### src/rtl/adam_periph_uart_pkg.sv
// adam_periph_uart_pkg: shared FSM states, status bit indices and config clamps for the UART receiver
package adam_periph_uart_pkg;
  typedef enum logic [2:0] {IDLE, START, DATA, PARITY, STOP, BREAK} state_e;
  localparam int STATUS_PARITY = 0;
  localparam int STATUS_FRAME = 1;
  localparam int STATUS_OVERRUN = 2;
  localparam int STATUS_BREAK = 3;
  function automatic logic [3:0] clamp_length(input logic [3:0] len);
    return (len < 4'd5) ? 4'd5 : (len > 4'd9) ? 4'd9 : len;
  endfunction
  function automatic logic [63:0] clamp_baud(input logic [63:0] baud);
    return (baud < 64'd8) ? 64'd8 : baud;
  endfunction
endpackage

### src/rtl/adam_periph_uart_rx_fifo_buf.sv
// adam_periph_uart_rx_fifo_buf: synchronous FIFO with stream master output and occupancy level
module adam_periph_uart_rx_fifo_buf #(
  parameter int DATA_WIDTH = 32,
  parameter int FIFO_DEPTH = 8,
  parameter int AW = $clog2(FIFO_DEPTH)
) (
  input  logic                  clk,
  input  logic                  rst,
  input  logic                  push,
  input  logic [DATA_WIDTH-1:0] push_data,
  input  logic                  hold,
  output logic                  full,
  output logic [DATA_WIDTH-1:0] mst_data,
  output logic                  mst_valid,
  input  logic                  mst_ready,
  output logic [AW:0]           level
);
  logic [DATA_WIDTH-1:0] mem [FIFO_DEPTH];
  logic [AW:0] wr_ptr, rd_ptr;
  logic empty, pop, wr_en;
  assign empty = wr_ptr == rd_ptr;
  assign full = (wr_ptr[AW] != rd_ptr[AW]) && (wr_ptr[AW-1:0] == rd_ptr[AW-1:0]);
  assign mst_valid = !empty && !hold;
  assign pop = mst_valid && mst_ready;
  assign wr_en = push && (!full || pop);
  assign mst_data = empty ? '0 : mem[rd_ptr[AW-1:0]];
  assign level = wr_ptr - rd_ptr;
  // storage write; contents need no reset since empty masks the output
  always_ff @(posedge clk) begin
    if (wr_en) mem[wr_ptr[AW-1:0]] <= push_data;
  end
  // pointer advance; extra MSB distinguishes full from empty
  always_ff @(posedge clk or posedge rst) begin
    if (rst) begin
      wr_ptr <= '0;
      rd_ptr <= '0;
    end else begin
      if (wr_en) wr_ptr <= wr_ptr + 1'b1;
      if (pop) rd_ptr <= rd_ptr + 1'b1;
    end
  end
endmodule

### src/rtl/adam_periph_uart_rx_fifo.sv
// adam_periph_uart_rx_fifo: majority-vote UART receiver with error tagging, break detection and an output FIFO
module adam_periph_uart_rx_fifo
  import adam_periph_uart_pkg::*;
#(
  parameter int DATA_WIDTH = 32,
  parameter int FIFO_DEPTH = 8,
  parameter int SYNC_STAGES = 2
) (
  input  logic                          clk,
  input  logic                          rst,
  input  logic                          pause_req,
  output logic                          pause_ack,
  input  logic                          parity_select,
  input  logic                          parity_control,
  input  logic [3:0]                    data_length,
  input  logic [1:0]                    stop_bits,
  input  logic [DATA_WIDTH-1:0]         baud_rate,
  input  logic                          err_clr,
  output logic [3:0]                    status,
  output logic [7:0]                    overrun_cnt,
  output logic [$clog2(FIFO_DEPTH):0]   fifo_level,
  output logic [DATA_WIDTH-1:0]         mst_data,
  output logic                          mst_valid,
  input  logic                          mst_ready,
  input  logic                          rx
);
  state_e state_q, state_d;
  logic [SYNC_STAGES-1:0] sync_q;
  logic rx_s, rx_prev_q, fall, cfg_start, in_bit, vote, bit_end, maj, brk, done, full, overrun;
  logic [DATA_WIDTH-1:0] cnt_q, baud_q, half;
  logic [3:0] len_q, bit_q;
  logic [1:0] stop_q, stop_idx_q;
  logic par_en_q, par_sel_q, zero_q, pe_q, fe_q, v0_q, v1_q, push_q;
  logic [8:0] data_q;
  logic [10:0] push_word_q;
  assign rx_s = sync_q[SYNC_STAGES-1];
  assign fall = rx_prev_q && !rx_s;
  assign cfg_start = state_q == IDLE && fall && !pause_req && !pause_ack;
  assign in_bit = state_q inside {START, DATA, PARITY, STOP};
  assign half = baud_q >> 1;
  assign vote = in_bit && cnt_q == half + 1'b1;
  assign bit_end = in_bit && cnt_q == baud_q - 1'b1;
  assign maj = (v0_q && v1_q) || (v0_q && rx_s) || (v1_q && rx_s);
  assign brk = state_q == STOP && vote && stop_idx_q == 2'd0 && zero_q && !maj;
  assign done = state_q == STOP && vote && stop_idx_q == stop_q && !brk;
  assign overrun = push_q && full && !(mst_valid && mst_ready);
  // rx synchroniser and edge history, idling high
  always_ff @(posedge clk or posedge rst) begin
    if (rst) begin
      sync_q <= '1;
      rx_prev_q <= 1'b1;
    end else begin
      sync_q <= {sync_q[SYNC_STAGES-2:0], rx};
      rx_prev_q <= rx_s;
    end
  end
  // frame state register
  always_ff @(posedge clk or posedge rst) begin
    if (rst) state_q <= IDLE;
    else state_q <= state_d;
  end
  // frame sequencing from votes and bit boundaries
  always_comb begin
    state_d = state_q;
    unique case (state_q)
      IDLE:    state_d = cfg_start ? START : IDLE;
      START:   state_d = (vote && maj) ? IDLE : bit_end ? DATA : START;
      DATA:    state_d = (bit_end && bit_q == len_q - 4'd1) ? (par_en_q ? PARITY : STOP) : DATA;
      PARITY:  state_d = bit_end ? STOP : PARITY;
      STOP:    state_d = brk ? BREAK : done ? IDLE : STOP;
      BREAK:   state_d = rx_s ? IDLE : BREAK;
      default: state_d = IDLE;
    endcase
  end
  // bit timer, config latch, sampling and frame assembly
  always_ff @(posedge clk or posedge rst) begin
    if (rst) begin
      cnt_q <= '0;
      baud_q <= DATA_WIDTH'(8);
      len_q <= 4'd8;
      stop_q <= '0;
      par_en_q <= 1'b0;
      par_sel_q <= 1'b0;
      bit_q <= '0;
      stop_idx_q <= '0;
      data_q <= '0;
      zero_q <= 1'b0;
      pe_q <= 1'b0;
      fe_q <= 1'b0;
      v0_q <= 1'b1;
      v1_q <= 1'b1;
      push_q <= 1'b0;
      push_word_q <= '0;
    end else begin
      cnt_q <= (!in_bit || state_d != state_q || bit_end) ? '0 : cnt_q + 1'b1;
      if (in_bit && cnt_q == half - 1'b1) v0_q <= rx_s;
      if (in_bit && cnt_q == half) v1_q <= rx_s;
      if (cfg_start) begin
        baud_q <= DATA_WIDTH'(clamp_baud(64'(baud_rate)));
        len_q <= clamp_length(data_length);
        stop_q <= stop_bits;
        par_en_q <= parity_control;
        par_sel_q <= parity_select;
        bit_q <= '0;
        stop_idx_q <= '0;
        data_q <= '0;
        zero_q <= 1'b1;
        pe_q <= 1'b0;
        fe_q <= 1'b0;
      end
      if (state_q == DATA && vote) begin
        data_q[bit_q] <= maj;
        zero_q <= zero_q && !maj;
      end
      if (state_q == DATA && bit_end) bit_q <= bit_q + 4'd1;
      if (state_q == PARITY && vote) begin
        pe_q <= maj ^ (^data_q) ^ par_sel_q;
        zero_q <= zero_q && !maj;
      end
      if (state_q == STOP && vote) fe_q <= fe_q || !maj;
      if (state_q == STOP && bit_end) stop_idx_q <= stop_idx_q + 2'd1;
      push_q <= done;
      if (done) push_word_q <= {fe_q || !maj, pe_q, data_q};
    end
  end
  // sticky status and saturating overrun count; clear wins over a same-cycle set
  always_ff @(posedge clk or posedge rst) begin
    if (rst) begin
      status <= '0;
      overrun_cnt <= '0;
    end else if (err_clr) begin
      status <= '0;
      overrun_cnt <= '0;
    end else begin
      if (push_q) begin
        status[STATUS_PARITY] <= status[STATUS_PARITY] || push_word_q[9];
        status[STATUS_FRAME] <= status[STATUS_FRAME] || push_word_q[10];
      end
      if (overrun) begin
        status[STATUS_OVERRUN] <= 1'b1;
        overrun_cnt <= (overrun_cnt == 8'hff) ? overrun_cnt : overrun_cnt + 8'd1;
      end
      if (brk) status[STATUS_BREAK] <= 1'b1;
    end
  end
  // pause acknowledged only between frames, released one cycle after request drops
  always_ff @(posedge clk or posedge rst) begin
    if (rst) pause_ack <= 1'b0;
    else pause_ack <= pause_req && (pause_ack || state_q == IDLE);
  end
  adam_periph_uart_rx_fifo_buf #(
    .DATA_WIDTH(DATA_WIDTH),
    .FIFO_DEPTH(FIFO_DEPTH)
  ) u_buf (
    .clk       (clk),
    .rst       (rst),
    .push      (push_q),
    .push_data ({{(DATA_WIDTH-11){1'b0}}, push_word_q}),
    .hold      (pause_ack),
    .full      (full),
    .mst_data  (mst_data),
    .mst_valid (mst_valid),
    .mst_ready (mst_ready),
    .level     (fifo_level)
  );
endmodule

### config.mk
export PLATFORM = sky130hd
export DESIGN_NAME = adam_periph_uart_rx_fifo
export DESIGN_NICKNAME = d
export VERILOG_FILES = /design/src/rtl/adam_periph_uart_pkg.sv /design/src/rtl/adam_periph_uart_rx_fifo_buf.sv /design/src/rtl/adam_periph_uart_rx_fifo.sv
export SDC_FILE = /design/constraint.sdc
export NUM_CORES = 1
export LEC_CHECK = 0
export CAP_MARGIN = 10
export CORE_MARGIN = 1.5
export CORE_UTILIZATION = 38
export DETAILED_ROUTE_END_ITERATION = 16
export HOLD_SLACK_MARGIN = 0.08
export PLACE_DENSITY_LB_ADDON = 0.08
export SLEW_MARGIN = 40
export SYNTH_ARGS = -nofsm -noshare
export SYNTH_HDL_FRONTEND = slang
export SYNTH_SLANG_ARGS = --single-unit
### constraint.sdc
create_clock -name clk -period 8.75 [get_ports clk]
set_clock_uncertainty 0.2 [all_clocks]
set_input_delay 1.75 -clock clk [delete_from_list [all_inputs] [get_ports clk]]
set_output_delay 1.75 -clock clk [all_outputs]
set_load 0.05 [all_outputs]
Yosys cells after proc, flatten, opt, wreduce, memory -nomap -nowiden
Memories as Yosys holds them, arrays and structs flattened.
Index checks and enable logic that the tools add are counted.
- add/sub/neg operators: 11
- order comparisons: 5
- equal/unequal tests: 17
- multiplexer cells: 39
- bitwise gates (word level): 2
- reductions and logical operators: 63
- operator list (operator ; count):
    32-bit equality test ; 3
    32-bit two-way mux ; 3
    31-bit by 1-bit adder with 32-bit output, second input constant ; 1
    32-bit by 1-bit adder with 32-bit output, second input constant ; 1
    32-bit by 31-bit equality test with 1-bit output ; 1
    1-bit logical AND ; 32
    32-bit by 4-bit < comparator with 1-bit output, second input constant ; 1
    31-bit by 1-bit subtractor with 32-bit output, second input constant ; 1
    32-bit by 1-bit subtractor with 32-bit output, second input constant ; 1
    8-bit two-way mux ; 3
    4-bit two-way mux ; 5
    3-bit two-way mux ; 6
    9-bit two-way mux ; 2
    3-bit one-hot mux with 6 select lines ; 1
    2-bit nonzero test ; 7
    4-bit by 1-bit adder with 4-bit output, second input constant ; 3
    1-bit two-way mux ; 12
    2-bit two-way mux ; 5
    9-bit bitwise mux ; 1
    1-bit zero test ; 9
    1-bit logical OR ; 9
    9-bit parity ; 1
    8-bit by 1-bit adder with 8-bit output, second input constant ; 1
    4-bit equality test ; 2
    23 further kinds ; 26
- register bits: 131
- bits in writable memories: 88
- input port bits: 46
- output and inout bits: 50
- word-level logic and storage cells: 164
- memories kept: 1
- memory list (memory ; depth ; bits a word ; rd ports ; clocked after memory_dff ; wr ports ; RTL line ; text):
    u_buf.mem ; 8 ; 11 ; 1 ; 0 ; 1 ; adam_periph_uart_rx_fifo_buf.sv:18 ; logic [DATA_WIDTH-1:0] mem [FIFO_DEPTH];

Logic depth before layout (Yosys ltp)
- depth after elaboration: 16
- mapped depth: 14
- gate-level depth less buffers: 11

Hierarchy
From an unflattened synthesis, not the netlist that was laid out.
- cells, all modules: 1662
- area, all modules: 19906.6 um2
- by module, submodules not included (module ; instances ; cells an instance ; area an instance (um2) ; sequential area each (um2)):
    adam_periph_uart_rx_fifo_buf ; 1 ; 576 ; 10701.5 ; 7887.6
    adam_periph_uart_rx_fifo ; 1 ; 1086 ; 9205.1 ; 3086.7

Worst setup path after synthesis
No wires, ideal clock.
- path type: register to output
- start: reg u_buf.rd_ptr[1]
- end: out mst_data[1]
- arrival time: 2.486 ns
- data required time: 6.800 ns
- setup slack: 4.314 ns
- stages on the path, launching flop included: 9
- buffers on the path: 3
- path through: dfrtp_1 clkbuf_1 clkbuf_1 inv_1 ha_1 nand3_1 nor2_1 clkbuf_1 a21oi_1
- cells in the longest elaborated chain, start to end: 2
- elaborated cells on any way between the ends: 3
- classes of those cells: eq/ne (1); mux (1); memory (1)
- RTL lines (item ; RTL line ; text):
    from (decl) ; adam_periph_uart_rx_fifo_buf.sv:19 ; logic [AW:0] wr_ptr, rd_ptr;
    from (signal assigned) ; adam_periph_uart_rx_fifo_buf.sv:39 ; if (pop) rd_ptr <= rd_ptr + 1'b1;
    memory 8 x 11 bit or 4-bit equality test (tied branches) ; n/a ;
    32-bit two-way mux (*) ; adam_periph_uart_rx_fifo_buf.sv:26 ; assign mst_data = empty ? '0 : mem[rd_ptr[AW-1:0]];
    to (decl) ; adam_periph_uart_rx_fifo.sv:22 ; output logic [DATA_WIDTH-1:0] mst_data,
Every way passes the cells marked *; elsewhere a longest branch is shown, timed or not.

Final worst setup path
- start: reg u_buf.rd_ptr[2]
- end: out mst_valid
- cells in the longest elaborated chain, start to end: 3
- RTL lines (item ; RTL line ; text):
    4-bit equality test ; adam_periph_uart_rx_fifo_buf.sv:21 ; assign empty = wr_ptr == rd_ptr;
    1-bit zero test ; adam_periph_uart_rx_fifo_buf.sv:23 ; assign mst_valid = !empty && !hold;
    1-bit logical AND ; adam_periph_uart_rx_fifo_buf.sv:23 ;
    to (decl) ; adam_periph_uart_rx_fifo.sv:23 ; output logic mst_valid,
No other way between the ends.

==> flow_summary_export.csv <==
group,metric,value,unit
power,power.density,166,nW/µm²
global_route,grt_max_degree,71,
sta,period_minus_slack,5.40,ns
worst_setup_path,reg2reg_slack,4.03,ns
sta,rsz0062_at_grt,"no",
routing,first_pass_iters,5,
worst_setup_path,timing.rr.start,"baud_q[4]",
clocking,clk_latency,0.54,ns
worst_setup_path,ff2ff_path_depth,9,
global_route,gr-total-overflow,0,
floorplanning,ios,96,
sta,max_slew.worst_pin.slew,0.942,ns
placement,placed_area,14100,µm²
final_layout,fin_cells,1847,
worst_hold_path,min_from,"sync_q[0]",
yosys,syn_avg_cell_area,9.71,µm²
placement,dpl.hpwl,27600,µm
routing,routed_via_density,5.51,
floorplanning,die-area,35800,µm²
power,vdd_ir_drop_max,173,µV
yosys,synth-seq-area-share,45.0,%
clocking,postCtsSetupRepairBufs,0,
job,cap_violations,0,
final_layout,mostFrequentLayoutCells,"nand2_1 (191), dfrtp_1 (124), nor2_1 (107)",
clocking,hold_buffers,0,
sta,finalSetupTns,0,ns
routing,vias,10174,
final_layout,layout_commonest_cell,"nand2_1",
run_status,outcome,"finished, final reports clean",
yosys,yosysWarnings,0,
yosys,synth_edf_count,88,
global_route,antenna_found_initial,0,
placement,io_buffers,74,
global_route,grt_pass1_vias,9955,
worst_setup_path,start_kind,"flip-flop",
sta,hold_violations,0,
routing,avgRoutedWirePerCell,20.3,µm
global_route,grt_usage,21.3,%
worst_hold_path,min_to,"sync_q[1]",
clocking,cts.sinks,219,
yosys,ys_seq_elements,219,
floorplanning,start_util,38.4,%
floorplanning,core_area,34400,µm²
clocking,cts-root-buf,"clkbuf_16",
floorplanning,die_x,189,µm
worst_setup_path,crit_fanout,14,
routing,wl,37400,µm
clocking,cts_buffers,25,
yosys,yosys.area.top_type_share,23.5,%
clocking,clk_path_buf_depth,3,
placement,gp_congestion,0.890,
yosys,syn-instance-count,1357,
sta,period_share,61.8,%
yosys,synthArstFlopShare,59.8,%
worst_setup_path,crit_type,"reg -> out",
routing,drtIter0Drc,868,
yosys,synth_area,13200,µm²
final_layout,fin_nets,1436,
sta,drv_slew,0,
clocking,cts_tree,"done",
yosys,synthDistinctLibCells,82,
final_layout,n_antenna_cell,0,
placement,dp.cells,1801,
yosys,ys.flop_type,"dfrtp_1",
sta,relSlewSlack,36.6,%
worst_setup_path,worstPathRequired,6.80,ns
yosys,synthTopCellsByArea,"dfrtp_1 (24%), edfxtp_1 (20%), xnor2_1 (5.8%)",
yosys,yosysTopAreaCell,"dfrtp_1",
clocking,htreeDepth,1,
floorplanning,rows,68,
floorplanning,die_h,189,µm
worst_hold_path,whs_path_depth,0,
final_layout,drive_gt1_share,8.55,%
worst_setup_path,end_kind,"output port",
worst_hold_path,hp-class,"reg -> reg",
placement,place_ws,3.84,ns
routing,drtAntennaViolNets,0,
sta,setup_viol,0,
worst_setup_path,worstReg2RegEnd,"cnt_q[27]",
clocking,cts_resized,0,
sta,fin_ws,3.35,ns
routing,drc,0,
power,power_leakage,0.00606,µW
global_route,grt_pass1_wl,59400,µm
final_layout,area_delta_synth_final,13.6,%
worst_setup_path,worstPathArrival,3.45,ns
final_layout,final_area,15000,µm²
clocking,clkTransAtPathRegs,0.06,ns
sta,whs,0.155,ns
sta,fmax,185,MHz
cells in the mapped netlist (all sizes together), types with 5 or more instances:
library cell	number
nand2b	6
o211ai	16
dfrtp	124
o31ai	15
dfstp	7
mux4	22
inv	38
clkbuf	60
or2	7
a22oi	5
nor3	42
and3	15
mux2	18
and2	6
nor2b	10
xnor2	88
a21oi	40
a211oi	8
nor2	114
edfxtp	88
or3	16
mux2i	10
o2111ai	5
o21ai	37
nand4	37
or4	15
buf	54
ha	16
nand3	53
nor4	40
and4	6
nor3b	5
a31oi	10
xor2	74
nand2	192
a21boi	5
kinds of logic (layout without fill, tap and decap cells):
family / Yosys count / after routing / synth area share (%)
AOI/OAI and AO/OA: 175 / 175 / 8.77
xor gates and xnor gates: 162 / 162 / 10.8
adders and majority gates: 17 / 17 / 1.67
buffers and inverters: 152 / 167 / 5.32
DFF: 219 / 219 / 45.0
muxes: 50 / 50 / 6.06
other: 1 / 21 / 0.0284
and+or+nand+nor: 581 / 581 / 22.4
flip-flops by register name (all words and copies together) (netlist names), 4 cells and up:
signal and cells:
overrun_cnt 8, status 4, bit_q 4, cnt_q 32, u_buf.wr_ptr 4, u_buf.mem 88
baud_q 32, data_q 9, len_q 4, push_word_q 11, u_buf.rd_ptr 4
power breakdown:
| group | switching (µW) | internal, µW |
|---|---|---|
| clock network | 445 | 647 |
| logic | 191 | 108 |
| registers | 15.4 | 1070 |
| total | 651 | 1830 |
critical path, cell delays in order, from the launching register on:
cell             delay [ns]
dfrtp_1                0.66
inv_1                  0.35
ha_1                   0.43
nand3_1                0.13
nor2_2                 0.51
nor2_1                 0.10
clkdlybuf4s50_1        0.72
layout make-up:
class                   instances  area, µm²
flip-flops and latches        219       5930
fillers                      3373      19400
repair buffers                 83        812
clock buffers                  27        633
multi-input cells            1006       6660
clock inverters                19        220
well taps                     455        569
inverters                      38        148
stage by stage:
step / power, µW / utilization (%)
global route: 2580 / 43.6
finish: 2480 / 43.6
global placement: 1410 / 41.0
CTS: 2530 / 43.6
floorplan: 1330 / -
detailed placement: 1420 / 41.1
worst max path at each step:
stage / endpoint / start
5_1_grt: mst_data[2] / u_buf.rd_ptr[2]
3_3_place_gp: mst_data[4] / u_buf.rd_ptr[2]
3_5_place_dp: mst_data[4] / u_buf.rd_ptr[2]
6_report: mst_valid / u_buf.rd_ptr[2]
2_1_floorplan: baud_q[0] / rst
4_1_cts: mst_data[4] / u_buf.rd_ptr[2]
per-layer routing:
| layer | part of all wire, % | track usage, % | routed length [µm] |
|---|---|---|---|
| met5 | 0 | 0 | 0 |
| met3 | 5.2 | 3.02 | 1960 |
| met1 | 45 | 29.3 | 17000 |
| met4 | 3.4 | 7.14 | 1270 |
| met2 | 46 | 34.3 | 17200 |
(Power assumes the default switching activity.)
